File: src/rtl/branch_pred_unit.sv
// Branch predictor: saturating-counter PHT (bimodal or gshare), tagged direct-mapped BTB,
// speculative global history with mispredict repair, and a post-reset table-clearing sweep.
module branch_pred_unit #(
    parameter int PHT_ENTRIES = 256,
    parameter int BTB_ENTRIES = 64,
    parameter int GHR_BITS    = 8,
    parameter int CTR_BITS    = 2,
    parameter int MODE        = 1
) (
    input  logic                clk,
    input  logic                reset,
    input  logic [31:0]         if_pc,
    input  logic                if_is_branch,
    input  logic                stall,
    output logic                pred_taken,
    output logic                btb_hit,
    output logic [31:0]         pred_target,
    output logic [GHR_BITS-1:0] pred_ghr,
    input  logic                upd_valid,
    input  logic [31:0]         upd_pc,
    input  logic                upd_taken,
    input  logic [31:0]         upd_target,
    input  logic [GHR_BITS-1:0] upd_ghr,
    input  logic                upd_mispredict,
    output logic                init_done,
    output logic [31:0]         stat_branches,
    output logic [31:0]         stat_mispredicts
);
    localparam int IW    = $clog2(PHT_ENTRIES);
    localparam int BW    = $clog2(BTB_ENTRIES);
    localparam int TW    = 30 - BW;
    localparam int SWEEP = (PHT_ENTRIES > BTB_ENTRIES) ? PHT_ENTRIES : BTB_ENTRIES;
    localparam int SCW   = $clog2(SWEEP) + 1;

    localparam logic [CTR_BITS-1:0] CTR_WNT = {1'b0, {(CTR_BITS-1){1'b1}}};
    localparam logic [CTR_BITS-1:0] CTR_MAX = '1;

    typedef enum logic {ST_INIT, ST_READY} state_t;

    state_t             state;
    logic [SCW-1:0]     sweep_cnt;
    logic [GHR_BITS-1:0] ghr;

    logic [CTR_BITS-1:0] pht        [PHT_ENTRIES];
    logic                btb_valid  [BTB_ENTRIES];
    logic [TW-1:0]       btb_tag    [BTB_ENTRIES];
    logic [31:0]         btb_target [BTB_ENTRIES];

    function automatic logic [IW-1:0] pht_index(input logic [31:0] pc, input logic [GHR_BITS-1:0] hist);
        logic [IW-1:0] idx;
        idx = pc[IW+1:2];
        if (MODE == 1) idx = idx ^ IW'(hist);
        return idx;
    endfunction

    logic [IW-1:0]       if_pht_idx, upd_pht_idx;
    logic [BW-1:0]       if_btb_idx, upd_btb_idx;
    logic [CTR_BITS-1:0] ctr_cur, ctr_next;
    logic                upd_accept;
    logic [GHR_BITS:0]   ghr_spec_wide, ghr_repair_wide;

    assign if_pht_idx  = pht_index(if_pc, ghr);
    assign upd_pht_idx = pht_index(upd_pc, upd_ghr);
    assign if_btb_idx  = if_pc[BW+1:2];
    assign upd_btb_idx = upd_pc[BW+1:2];
    assign upd_accept  = upd_valid & init_done;

    // Reads are asynchronous; a write in the same cycle is only visible after the edge.
    assign btb_hit     = init_done & btb_valid[if_btb_idx] & (btb_tag[if_btb_idx] == if_pc[31:BW+2]);
    assign pred_taken  = init_done & if_is_branch & pht[if_pht_idx][CTR_BITS-1] & btb_hit;
    assign pred_target = pred_taken ? btb_target[if_btb_idx] : if_pc + 32'd4;
    assign pred_ghr    = ghr;

    // Widen by one bit so the shift also works for a single-bit history.
    assign ghr_spec_wide   = {ghr, pred_taken};
    assign ghr_repair_wide = {upd_ghr, upd_taken};

    always_comb begin
        ctr_cur  = pht[upd_pht_idx];
        ctr_next = ctr_cur;
        if (upd_taken && ctr_cur != CTR_MAX)
            ctr_next = ctr_cur + 1'b1;
        else if (!upd_taken && ctr_cur != '0)
            ctr_next = ctr_cur - 1'b1;
    end

    // NOTE: all clocked state uses non-blocking assignments so every reader sees pre-edge values.
    always_ff @(posedge clk) begin
        if (reset) begin
            state            <= ST_INIT;
            sweep_cnt        <= '0;
            init_done        <= 1'b0;
            ghr              <= '0;
            stat_branches    <= '0;
            stat_mispredicts <= '0;
        end else begin
            case (state)
                ST_INIT: begin
                    if (sweep_cnt == SCW'(SWEEP - 1)) begin
                        state     <= ST_READY;
                        init_done <= 1'b1;
                    end else begin
                        sweep_cnt <= sweep_cnt + 1'b1;
                    end
                end
                ST_READY: ;
                default: state <= ST_INIT;
            endcase

            // Repair wins over a speculative shift issued in the same cycle.
            if (upd_accept && upd_mispredict)
                ghr <= ghr_repair_wide[GHR_BITS-1:0];
            else if (if_is_branch && !stall && init_done)
                ghr <= ghr_spec_wide[GHR_BITS-1:0];

            if (upd_accept) begin
                if (stat_branches != '1)
                    stat_branches <= stat_branches + 1'b1;
                if (upd_mispredict && stat_mispredicts != '1)
                    stat_mispredicts <= stat_mispredicts + 1'b1;
            end
        end
    end

    // NOTE: tables have no reset so they can map to RAM; the INIT sweep clears them instead.
    always_ff @(posedge clk) begin
        if (!reset) begin
            if (state == ST_INIT) begin
                if (sweep_cnt < SCW'(PHT_ENTRIES))
                    pht[sweep_cnt[IW-1:0]] <= CTR_WNT;
                if (sweep_cnt < SCW'(BTB_ENTRIES))
                    btb_valid[sweep_cnt[BW-1:0]] <= 1'b0;
            end else if (upd_valid) begin
                pht[upd_pht_idx] <= ctr_next;
                if (upd_taken) begin
                    btb_valid[upd_btb_idx]  <= 1'b1;
                    btb_tag[upd_btb_idx]    <= upd_pc[31:BW+2];
                    btb_target[upd_btb_idx] <= upd_target;
                end
            end
        end
    end

endmodule

File: config.mk
export PLATFORM = sky130hd
export DESIGN_NAME = branch_pred_unit
export DESIGN_NICKNAME = d
export VERILOG_FILES = /design/src/rtl/branch_pred_unit.sv
export SDC_FILE = /design/constraint.sdc
export NUM_CORES = 2
export LEC_CHECK = 0
export BUFFER_PORTS_ARGS = -buffer_cell sky130_fd_sc_hd__buf_2
export CORE_ASPECT_RATIO = 0.7
export CORE_MARGIN = 4
export CORE_UTILIZATION = 55
export DETAILED_ROUTE_END_ITERATION = 8
export PLACE_DENSITY = 0.71
export SYNTH_ARGS = -nofsm -noshare
export SYNTH_HDL_FRONTEND = slang
export SYNTH_MEMORY_MAX_BITS = 65536
export SYNTH_SLANG_ARGS = --single-unit
File: constraint.sdc
create_clock -name clk -period 21 [get_ports clk]
set_clock_uncertainty 0.05 [all_clocks]
set_input_delay 2.1 -clock clk [delete_from_list [all_inputs] [get_ports clk]]
set_output_delay 2.1 -clock clk [all_outputs]
set_load 0.005 [all_outputs]
# Word level (Yosys, flattened, before mapping)

Memory sizes are Yosys's and may differ from the RTL's.
Cells that the tools add are included.

Multiplexer cells: 30
Eq/ne operators: 5
Add/subtract/negate cells: 6
Bitwise operators: 10
Reductions and logical operators: 16
$lt $le $gt $ge: 2

Operators by type and width:

| kind                                                        | count |
|---|---|
| adder 32 x 1 -> 32 bit (second input constant)              | 2 |
| inequality test 32 bit (second input constant)              | 2 |
| adder 32 x 3 -> 32 bit (second input constant)              | 1 |
| two-way mux 32 bit                                          | 1 |
| equality test 24 bit                                        | 1 |
| two-way mux 8 bit                                           | 3 |
| two-way mux 1 bit                                           | 22 |
| bitwise XOR 8 bit                                           | 2 |
| adder 9 x 1 -> 9 bit (second input constant)                | 1 |
| equality test 9 x 8 -> 1 bit (second input constant)        | 1 |
| less-than comparator 9 x 7 -> 1 bit (second input constant) | 1 |
| less-than comparator 9 bit (second input constant)          | 1 |
| AND reduction 2 bit                                         | 4 |
| AND 1 bit                                                   | 6 |
| logical AND 1 bit                                           | 6 |
| two-way mux 2 bit                                           | 3 |
| two-way mux 6 bit                                           | 1 |
| nonzero test 2 bit                                          | 2 |
| adder 2 x 1 -> 2 bit (second input constant)                | 1 |
| logical NOT 1 bit                                           | 2 |
| inequality test 2 bit (second input constant)               | 1 |
| NOT 1 bit                                                   | 2 |
| OR reduction 2 bit                                          | 1 |
| subtractor 2 x 1 -> 2 bit (second input constant)           | 1 |
| OR reduction 1 bit                                          | 1 |

Flip-flop bits (word level): 83
Bits of input ports: 111
Memories: 4
Bits in writable memories: 4160
Logic and storage cells: 79
Output and inout bits: 107

Memory list:

| name       | depth | width | read ports | clocked after memory_dff | wr ports | line | source |
|---|---|---|---|---|---|---|---|
| btb_target | 64    | 32    | 1          | 0                        | 1        | 47   | `logic [31:0] btb_target [BTB_ENTRIES];` |
| btb_tag    | 64    | 24    | 1          | 0                        | 1        | 46   | `logic [TW-1:0] btb_tag [BTB_ENTRIES];` |
| pht        | 256   | 2     | 2          | 0                        | 1        | 44   | `logic [CTR_BITS-1:0] pht [PHT_ENTRIES];` |
| btb_valid  | 64    | 1     | 1          | 0                        | 1        | 45   | `logic btb_valid [BTB_ENTRIES];` |

# Depth between registers and ports, before layout

Word-level depth: 7
Gate-level depth with buffers: 18
Gate-level depth less buffers: 13

# Worst setup path before layout

No wires, ideal clock.

Path type: input to register
Start: input upd_pc[3]
End: memory pht[0][1], data pin
Arrival time: 12.574 ns
Path buffers: 5
Required time: 19.377 ns
Stages on the path: 16
Slack: 6.803 ns
Library setup time: 1.573 ns
Path through: clkbuf_1 xor2_1 clkbuf_1 buf_1 buf_2 clkbuf_1 mux4_2 mux4_2 a22oi_1 a21oi_1 a21oi_1 o211ai_1 ha_1 nor3_1 a31oi_1 a21oi_1

Cells in the longest elaborated chain, start to end: 7
Elaborated cells on any way between the ends: 11
Those cells by class: add/sub (2); eq/ne (1); mux (3); bitwise (1); reduce/logical (3); memory (1)

RTL lines:

| item                                                              | line | source |
|---|---|---|
| start, declared                                                   | 20   | `input logic [31:0] upd_pc,` |
| bitwise XOR 8 bit (*)                                             | 52   | `if (MODE == 1) idx = idx ^ IW'(hist);` |
| memory read (256 x 2 bit) (*)                                     | --   |  |
| branches (longest 3 deep; another with subtractor 2 x 1 -> 2 bit) | --   |  |
| two-way mux 2 bit (*)                                             | 81   | `if (upd_taken && ctr_cur != CTR_MAX)` |
| two-way mux 2 bit (no line) (*)                                   | --   |  |
| end, declared                                                     | 44   |  |

Mark *: on every way between the ends.

# Worst setup path after layout

Start: input if_pc[4]
End: output pred_target[7]

Cells in the longest elaborated chain, start to end: 5
Elaborated cells on any way between the ends: 12
Those cells by class: add/sub (1); eq/ne (1); mux (1); bitwise (5); memory (4)

RTL lines:

| item                                              | line   | source |
|---|---|---|
| start, declared                                   | 12     | `input logic [31:0] if_pc,` |
| memory read (64 x 24 bit) (tied with other cells) | --     |  |
| equality test 24 bit (tied with other cells)      | 69     | `assign btb_hit = init_done & btb_valid[if_btb_idx] & (btb_tag[if_btb_idx] == if_pc[31:BW+2]);` |
| AND 1 bit, on equally long branches               | 69, 70 |  |
| AND 1 bit                                         | 70     | `assign pred_taken = init_done & if_is_branch & pht[if_pht_idx][CTR_BITS-1] & btb_hit;` |
| two-way mux 32 bit (*)                            | 71     | `assign pred_target = pred_taken ? btb_target[if_btb_idx] : if_pc + 32'd4;` |
| end, declared                                     | 17     | `output logic [31:0] pred_target,` |

Mark *: on every way between the ends. The rest lies on a longest branch, timed or not.

==> results by group <==
Pwr
  – Logic gate share of total power: 0.051
  – Pwr/cell area: approximately 90 nW/um2
  – Pwr Total: 17.2 mW
  – Leak pwr: between 50 and 60 nW
  – Reg power frac: 0.538
  – Switching share of power: 0.212
  – P_int: 13.6 mW
  – Clock Power Share: 0.412
  – Switching pwr: 3.66 mW
  – VDD IR max: about 0.1 mV

Placed design
  – PortBufs: 215
  – DP HPWL: 265000 um
  – GP Congestion: between 0.8 and 0.9

Timing
  – Worst hold slack: 0.468 ns
  – RSZ-0062 raised after global routing: no
  – TNS Setup: 0 ns
  – Final slew viol count: 0
  – Fmax achieved: around 0.086 GHz
  – Hold Vio Cnt, Final: 0
  – Slew HR: 0.0105
  – Final period util: 0.554
  – Final setup fails: 0
  – Tmin final: 11.64 ns
  – Slew @ Worst Pin: 1.48 ns

Yosys
  – Ys flop type: edfxtp_1
  – Cell count after synthesis: 7810
  – Asr flop ratio synth: 0
  – Post-synthesis sequential area ratio: 0.753
  – Yosys reg bits: 4243
  – Synth unique cells: 85
  – Ys Warns: 0
  – Syn Nets: about 8000
  – Post-synth EDFFs: 4160
  – Syn avg cell area: 21.5 um2
  – Mapped cell area: 168000 um2

Worst setup path
  – Element type at the critical path end: primary output
  – Worst flop-to-flop path startpoint: state
  – Worst r2r dst: btb_tag[14][15]
  – FF-to-FF setup slack: 15.86 ns
  – Req. time, crit path: 18.85 ns
  – Setup crit start kind: primary input
  – Worst Path Class, Setup: in2out
  – Crit Path Max Fanout: 94
  – Critical Path AT: 9.49 ns
  – Cells on worst reg2reg path: 9

Cells and area
  – Area growth, synth to finish: 11.4%
  – Share of layout cells above drive strength 1: 0.276
  – FF+latch area: between 100000 and 150000 um2
  – Fillers: 20409
  – Final nets: 8333
  – Multi-input logic area: 39900 um2

Drt
  – Final antenna-violating net count: 0
  – 1st-iter DRT viols: 16175
  – Routed WL: 483000 um
  – Vias/cell: between 7 and 8
  – DR pass1 iterations: 6
  – Routed vias: 88484
  – WL/cell: 38.5 um
  – DRC viols: 0

Clocking
  – Resized cells post-CTS: 0
  – Cts hold-fix bufs: 0
  – CTS H-tree lvls: 5
  – TritonCTS clock tree: yes
  – Post-CTS setup buffers: 0
  – CTS buffer count: 389
  – CTS Sinks: 4243
  – Root buf cell: clkbuf_16
  – Clock transition at the registers of the reported paths: roughly 0.06 ns
  – Clock latency on the worst-skew pair: 0.96 ns
  – CTS max path bufs: 4

Floorplan
  – # rows: 169
  – Die span in x: 669 um
  – I/O pins: 218
  – Core ar.: 304000 um2
  – Initial core utilization: 0.554
  – Die Y-Extent: 471 um
  – Die area: 315000 um2

Flow run
  – Max cap viols: 1

GRT
  – Pin count of the biggest net entering global routing: 237
  – Initial antenna violation count: 43
  – GRT overflow: 0
  – Global-route wire length before repair: ~670000 um
  – GRT Util Overall: 0.307
  – Vias in the first global route: 85453

Hold path
  – Hold WC Path Type: reg2reg
  – Hold path depth: 2
  – Hold worst-path end: stat_mispredicts[12]
  – Worst Hold Launch: stat_mispredicts[12]

Run status
  – Failing checks: max-capacitance violations
  – Status: complete, but fails checks
==> cell families (layout without fill, tap and decap cells) <==
logic type	Yosys count	after routing	synth area share
AOI/OAI and AO/OA	375	375	0.0161
buffers and inverters	448	1164	0.0136
DFF	4243	4243	0.753
adders and majority gates	7	7	0.000521
other	0	25	0
xor gates and xnor gates	146	146	0.00765
and+or+nand+nor	1083	1083	0.0287
muxes	1508	1508	0.181
==> routing by layer <==
| metal | global-route usage | wire, um | vias to the layer above |
|---|---|---|---|
| met2 | 0.422 | 206000 | 7287 |
| met5 | 0.00488 | 317 | - |
| met1 | 0.462 | 178000 | 46466 |
| met4 | 0.115 | 21600 | 22 |
| met3 | 0.101 | 77400 | 1131 |
| li1 | - | - | 33578 |
==> sequential cells by signal, indices dropped and copies added, names as in the netlist <==
name / flops
btb_tag: 1536
btb_target: 2048
btb_valid: 64
init_done: 1
pht: 512
pred_ghr: 8
stat_branches: 32
stat_mispredicts: 32
state: 1
sweep_cnt: 9
==> critical path, cell delays in order <==
cell      delay [ns]
buf_8           0.40
buf_4           0.66
buf_4           0.76
buf_12          0.53
nand2_1         0.13
nand3_1         0.16
nand4_1         0.11
o21ai_0         1.03
o211ai_1        0.19
nor4_1          0.45
or4b_1          0.68
nor4_4          0.22
buf_4           0.72
mux2i_1         0.58
buf_2           0.21
==> through the flow <==
step	area (um2)	utilization	cells	setup slack, ns
2_1_floorplan	168000	-	7810	6.80
3_3_place_gp	175000	0.575	11842	9.61
3_5_place_dp	175000	0.575	11842	9.57
6_report	187000	0.617	12569	9.36
5_1_grt	187000	0.617	12553	9.33
4_1_cts	187000	0.617	12544	9.56
==> power groups by stage <==
| stage | sequential (mW) | combinational, mW | clock [mW] |
|---|---|---|---|
| floorplan | 9.45 | 0.512 | 0 |
| global placement | 9.46 | 0.840 | 0 |
| detailed placement | 9.46 | 0.856 | 0 |
| CTS | 9.27 | 0.860 | 7.14 |
| global route | 9.27 | 0.909 | 7.53 |
| finish | 9.27 | 0.873 | 7.10 |
==> layout make-up <==
cell class,instances,area share
clock inverter,244,0.0130
multi-input combinational,3119,0.213
clock buffer,458,0.0542
tap,4018,0.0268
timing repair buffer,448,0.0162
antenna,25,0.000334
sequential,4243,0.676
inverter,14,0.000294
==> cell usage after synthesis (17+ instances only) <==
master    number  area share
a21oi_1       48      0.0014
a22oi_1       72      0.0032
edfxtp_1    4160        0.74
mux2_4        28      0.0025
nor2b_1       33      0.0012
mux2i_1      255       0.015
xnor2_1       73      0.0038
and3_1        17     0.00063
nor2_1       534       0.012
xor2_1        72      0.0038
a31oi_1       21     0.00078
o22ai_1       35      0.0013
nand4_1       32      0.0012
a221oi_1      17     0.00089
nand3b_1      17     0.00076
buf_1         44     0.00098
dfxtp_1       83      0.0099
mux4_2      1189        0.16
clkbuf_1     198      0.0044
nand2b_1      18     0.00067
mux2_2        23      0.0015
buf_6         34      0.0023
nand2_1      222      0.0050
o21ai_0       36      0.0011
a211oi_1      37      0.0017
buf_4         45      0.0020
nor3_1        53      0.0016
nand3_1       76      0.0023
buf_2        108      0.0032
==> cells in the final DEF, fill, tap and decap left out, types with 37 or more instances in the layout <==
| cell | count |
|---|---|
| xor2_1 | 65 |
| clkbuf_16 | 395 |
| dfxtp_1 | 83 |
| nor2_1 | 470 |
| a21oi_1 | 47 |
| nor2_4 | 64 |
| nor3_1 | 53 |
| buf_2 | 210 |
| a22oi_1 | 72 |
| mux2i_1 | 255 |
| nand2_1 | 221 |
| nand3_1 | 76 |
| mux4_2 | 1189 |
| xnor2_1 | 69 |
| clkinv_1 | 87 |
| edfxtp_1 | 4160 |
| clkinv_2 | 69 |
| clkbuf_1 | 61 |
| bufinv_16 | 43 |
| a211oi_1 | 37 |
| buf_4 | 221 |
==> worst max path at each step <==
stage	startpoint	end	slack, ns
floorplan	upd_pc[3]	pht[0][1]	6.80
detailed placement	if_pc[4]	pred_target[7]	9.57
global route	if_pc[4]	pred_target[7]	9.33
finish	if_pc[4]	pred_target[7]	9.36
global placement	if_pc[4]	pred_target[7]	9.61
CTS	if_pc[4]	pred_target[7]	9.56
Note: power is estimated with default switching activity, not from simulation.
